===== src/rtl/mini_mips_pkg.sv =====
// Shared constants for the Mini MIPS fetch/decode boundary: field widths, opcodes
// and the fetch FSM state encodings.
package mini_mips_pkg;

    localparam int OPCODE_W = 4;
    localparam int INSTR_W  = 16;

    localparam logic [OPCODE_W-1:0] OP_ADD  = 4'h0;
    localparam logic [OPCODE_W-1:0] OP_ADDI = 4'h1;
    localparam logic [OPCODE_W-1:0] OP_LW   = 4'h2;
    localparam logic [OPCODE_W-1:0] OP_SW   = 4'h3;
    localparam logic [OPCODE_W-1:0] OP_BEQ  = 4'h4;
    localparam logic [OPCODE_W-1:0] OP_J    = 4'h5;
    localparam logic [OPCODE_W-1:0] OP_HALT = 4'hF;

    localparam int STATE_W = 2;
    localparam logic [STATE_W-1:0] ST_IDLE = 2'd0;
    localparam logic [STATE_W-1:0] ST_REQ  = 2'd1;
    localparam logic [STATE_W-1:0] ST_HOLD = 2'd2;
    localparam logic [STATE_W-1:0] ST_HALT = 2'd3;

endpackage


===== src/rtl/instr_fetch_unit_pc_register.sv =====
// Program counter: synchronous reset to RESET_PC, a redirect load that wins over
// increment, and a modulo-2^PC_W increment.
module pc_register #(
    parameter int              PC_W     = 8,
    parameter logic [PC_W-1:0] RESET_PC = '0
) (
    input  logic            clock,
    input  logic            reset,
    input  logic            load,
    input  logic [PC_W-1:0] load_value,
    input  logic            inc,
    output logic [PC_W-1:0] pc
);

    // NOTE: sequential state is assigned with non-blocking (<=) so every flop samples pre-edge values.
    always_ff @(posedge clock) begin
        if (reset) begin
            pc <= RESET_PC;
        end else if (load) begin
            pc <= load_value;
        end else if (inc) begin
            pc <= pc + 1'b1;
        end
    end

endmodule


===== src/rtl/instr_fetch_unit.sv =====
// Fetch unit: PC ownership, instruction-memory request FSM and the decode-side
// output buffer. Optional halt detection is enabled by defining IFU_HALT_DETECT_EN.
module instr_fetch_unit #(
    parameter int              PC_W     = 8,
    parameter int              INSTR_W  = mini_mips_pkg::INSTR_W,
    parameter logic [PC_W-1:0] RESET_PC = '0
) (
    input  logic                               clock,
    input  logic                               reset,
    output logic                               imem_req,
    output logic [PC_W-1:0]                    imem_addr,
    input  logic                               imem_ack,
    input  logic [INSTR_W-1:0]                 imem_rdata,
    output logic                               if_valid,
    input  logic                               id_ready,
    output logic [INSTR_W-1:0]                 if_instr,
    output logic [mini_mips_pkg::OPCODE_W-1:0] if_opcode,
    output logic [PC_W-1:0]                    if_pc,
    input  logic                               redirect_en,
    input  logic [PC_W-1:0]                    redirect_pc,
    output logic                               halted
);

    import mini_mips_pkg::*;

    logic [STATE_W-1:0] state;
    logic [STATE_W-1:0] next_state;
    logic [PC_W-1:0]    pc;
    logic               redirect_take;
    logic               halt_seen;
    logic               capture;
    logic               consume;

`ifdef IFU_HALT_DETECT_EN
    // Once halted, only reset restarts fetch, so redirects are masked here.
    assign redirect_take = redirect_en && (state != ST_HALT);
    assign halt_seen     = (if_opcode == OP_HALT);
    assign halted        = (state == ST_HALT);
`else
    assign redirect_take = redirect_en;
    assign halt_seen     = 1'b0;
    assign halted        = 1'b0;
`endif

    // A redirect in the ack cycle discards the returned word; a redirect in HOLD flushes it.
    assign capture   = (state == ST_REQ)  && imem_ack && !redirect_take;
    assign consume   = (state == ST_HOLD) && if_valid && id_ready && !redirect_take;
    assign imem_req  = (state == ST_REQ);
    assign imem_addr = pc;

    pc_register #(
        .PC_W     (PC_W),
        .RESET_PC (RESET_PC)
    ) u_pc (
        .clock      (clock),
        .reset      (reset),
        .load       (redirect_take),
        .load_value (redirect_pc),
        .inc        (capture),
        .pc         (pc)
    );

    always_comb begin
        // NOTE: default assignment first, so no path through this block infers a latch.
        next_state = state;
        case (state)
            ST_IDLE: next_state = ST_REQ;
            ST_REQ:  if (capture) next_state = ST_HOLD;
            ST_HOLD: if (consume) next_state = halt_seen ? ST_HALT : ST_REQ;
`ifdef IFU_HALT_DETECT_EN
            ST_HALT: next_state = ST_HALT;
`endif
            default: next_state = ST_IDLE;
        endcase
        if (redirect_take) begin
            next_state = ST_REQ;
        end
    end

    always_ff @(posedge clock) begin
        if (reset) begin
            state <= ST_IDLE;
        end else begin
            state <= next_state;
        end
    end

    // Output buffer only moves on capture, consume, flush or reset.
    always_ff @(posedge clock) begin
        if (reset) begin
            if_valid  <= 1'b0;
            if_instr  <= '0;
            if_opcode <= '0;
            if_pc     <= '0;
        end else if (redirect_take) begin
            if_valid <= 1'b0;
        end else if (capture) begin
            if_valid  <= 1'b1;
            if_instr  <= imem_rdata;
            if_opcode <= imem_rdata[INSTR_W-1 -: OPCODE_W];
            if_pc     <= pc;
        end else if (consume) begin
            if_valid <= 1'b0;
        end
    end

endmodule


===== config.mk =====
export PLATFORM = sky130hd
export DESIGN_NAME = instr_fetch_unit
export DESIGN_NICKNAME = d
export VERILOG_FILES = /design/src/rtl/mini_mips_pkg.sv /design/src/rtl/instr_fetch_unit_pc_register.sv /design/src/rtl/instr_fetch_unit.sv
export SDC_FILE = /design/constraint.sdc
export NUM_CORES = 1
export LEC_CHECK = 0
export CAP_MARGIN = 30
export CORE_MARGIN = 2
export CORE_UTILIZATION = 40
export CTS_BUF_LIST = sky130_fd_sc_hd__clkbuf_4
export DETAILED_ROUTE_END_ITERATION = 8
export PLACE_DENSITY = 0.79
export SKIP_CTS_REPAIR_TIMING = 1
export SYNTH_ARGS = -nofsm -noshare
export SYNTH_HDL_FRONTEND = slang
export SYNTH_SLANG_ARGS = --single-unit

===== constraint.sdc =====
create_clock -name clock -period 2.3 [get_ports clock]
set_input_delay 0.46 -clock clock [delete_from_list [all_inputs] [get_ports clock]]
set_output_delay 0.46 -clock clock [all_outputs]
set_load 0.005 [all_outputs]

==> flow_summary_export.csv <==
group,metric,value,unit
detailed_routing,firstDrtPassIters,4,
worst_setup_path,cp_slowest_cell,"dfxtp_1",
global_routing,grt_pass1_vias,1186,
final_layout,diodes,0,
run_status,status,"complete, no violations",
pwr,power_switching,0.000274,W
detailed_routing,drc,0,
pwr,power_frac_clock,0.262,
synthesis,netlist_instances,178,
pwr,pwr-share-comb,0.164,
worst_setup_path,required,1840,ps
cts,htree_num_levels,2,
cts,numCtsBuffers,5,
synthesis,synth_top_area_share,0.483,
pwr,peakVddDrop,259,uV
synthesis,yosys_warnings,0,
cts,cts-root-buf,"clkbuf_4",
flow_run,maxCapViolations,0,
sta,fmax,507,MHz
detailed_routing,wirelength,3.23,mm
synthesis,async_reset_ff_frac,0,
synthesis,ys_seq_elements,35,
global_routing,grt_pass1_wl,5.33,mm
pwr,sw_frac_of_total,0.239,
synthesis,synth_nets,208,
sta,layout_min_cycle_time,1970,ps
pwr,p_leak,0.761,nW
sta,final_hold_viol_count,0,
synthesis,synth.most_common_cell,"nand2_1",
synthesis,synth_area_leaders,"dfxtp_1 48%, nand2_1 14%, a21oi_1 8.6%, buf_4 2.6%, a311oi_1 2.4%",
cts,numClockSinks,35,
pwr,finalPower,0.00114,W
die,die_w,64.2,um
detailed_routing,first_iter_violations,89,
synthesis,ys_types,30,
global_routing,grt_max_degree,25,
synthesis,synth-edff-count,0,
placement,gp_congestion,0.765,
worst_setup_path,critPathTopFamily,"flip-flops",
die,coreArea,3420,um2
die,start_util,0.425,
synthesis,postSynthAreaPerCell,8.15,um2
synthesis,synthFlopType,"dfxtp_1",
sta,tns,0,ps
final_layout,fill_cells,313,
sta,rsz0062_at_grt,"no",
final_layout,drive_gt1_frac,0.0549,
synthesis,synth_seq_area_share,0.483,
final_layout,nNetsFinal,268,
die,die_area,4120,um2
final_layout,multi_input_area,674,um2
cts,clk_pin_slew_worst_paths,90,ps
synthesis,syn_area,1450,um2
worst_setup_path,critical_path_class,"flop to output port",
cts,clock_path_buffers,2,
detailed_routing,wl_per_cell,11.4,um
die,die_h,64.2,um
placement,place.detailed.hpwl,2.22,mm
die,ios,68,
cts,cts_tree,"done",
detailed_routing,vias,1389,
worst_setup_path,path_cells,"nor2b_1, clkdlybuf4s50_1",
sta,finalSetupViolCount,0,
detailed_routing,drtAntennaViolNets,0,
die,row_count,21,
global_routing,gr-total-overflow,0,
final_layout,seqCellArea,701,um2
cts,clk_latency,330,ps
pwr,power_density,521,nW/um2
pwr,p_seq_frac,0.574,
global_routing,antenna_found_initial,0,
worst_setup_path,max_stage_delay,510,ps
pwr,internal_power,0.000870,W
worst_setup_path,crit_path_max_fanout,9,
final_layout,area_growth_syn_to_layout,51.5,%
synthesis,ys_top_cells_by_count,"53 x nand2_1, 35 x dfxtp_1, 25 x a21oi_1",
global_routing,grt.total_usage,0.164,
placement,numPortBuffers,66,
worst_setup_path,start_kind,"flop",
sta,timing.final.crit_share,0.858,
worst_setup_path,cp.arrival,1510,ps
worst_hold_path,worstHoldPathType,"flop to flop",
sta,drv_slew,0,
detailed_routing,vias_per_cell,4.91,
worst_setup_path,end_kind,"output port",
worst_setup_path,critPathBufInv,1,
sta,finalClockSkew,3.89,ps
synthesis,yosys.area.top_type,"dfxtp_1",
-- layout make-up --
| class | count | share of cell area |
|---|---|---|
| clock buffers | 6 | 0.0205 |
| repair buffers | 70 | 0.326 |
| multi-input cells | 125 | 0.307 |
| inverters | 1 | 0.00171 |
| flip-flops and latches | 35 | 0.319 |
| well taps | 46 | 0.0262 |
-- worst min-delay path, stage by stage, from the launching register on --
cell,delay (ps)
dfxtp_1,320
nand2_1,50
a21oi_1,50
-- kinds of logic after synthesis --
family                   after synthesis  synth area share
AND/OR/NAND/NOR                       76             0.244
AO/OA/AOI/OAI                         44             0.180
flip-flops                            35             0.483
buffers and inverters                 18            0.0621
XOR/XNOR                               2            0.0121
adder cells (fa/ha/maj)                1           0.00863
other                                  1           0.00259
multiplexers                           1           0.00690
-- worst paths after layout --
| kind | from | to | slack (ps) | cells past startpoint |
|---|---|---|---|---|
| setup / recovery | state[0] | imem_req | 330 | 2 |
| hold / removal | if_pc[3] | if_pc[3] | 450 | 2 |
| setup reg to reg | state[0] | u_pc.pc[5] | 730 | 3 |
| hold reg to reg | if_pc[3] | if_pc[3] | 450 | 2 |
-- state kept, by name (all words and copies together) (netlist names) --
signal	flops
if_valid	1
state	2
if_pc	8
if_instr	16
u_pc.pc	8
-- layout by cell type, fill, tap and decap left out, drive strengths merged --
master          n
or4             2
nand4           2
nand4bb         1
a21oi          25
a211oi          4
nor2b           2
dfxtp          35
conb            1
a21bo           1
a311oi          4
mux2i           1
a31oi           1
nand4b          2
o21bai          1
clkdlybuf4s50  66
o31ai           2
nor4bb          1
nand2          53
nor3            1
clkbuf          6
nand3b          1
o21a            1
o21ai           5
nor2            8
buf             4
or3             3
inv             1
ha              1
xor2            2
-- per-layer routing --
| layer | wire, um | track usage | vias up | share of wire |
|---|---|---|---|---|
| met1 | 1490 | 0.217 | 604 | 0.46 |
| met5 | 0 | 0 | - | 0 |
| met3 | 274 | 0.0546 | 7 | 0.085 |
| met4 | 53 | 0.0718 | 0 | 0.016 |
| met2 | 1400 | 0.242 | 55 | 0.44 |
| li1 | - | - | 723 | - |
-- per-stage QoR --
stage	util	cell area [um2]	setup WS, ps	hold WS (ps)	std cells
3_3_place_gp	0.630	2150	297	442	277
5_1_grt	0.643	2200	211	478	283
2_1_floorplan	-	1450	879	453	178
6_report	0.643	2200	326	455	283
3_5_place_dp	0.630	2150	269	447	277
4_1_cts	0.643	2200	292	461	283
-- power groups by stage --
stage          logic (W)  clock network (W)  registers [W]
3_5_place_dp    0.000189                  0       0.000671
5_1_grt         0.000206           0.000340       0.000661
6_report        0.000188           0.000300       0.000657
2_1_floorplan  0.0000726                  0       0.000666
3_3_place_gp    0.000188                  0       0.000671
4_1_cts         0.000190           0.000316       0.000657
No activity file was read; power rests on OpenSTA's default activity.
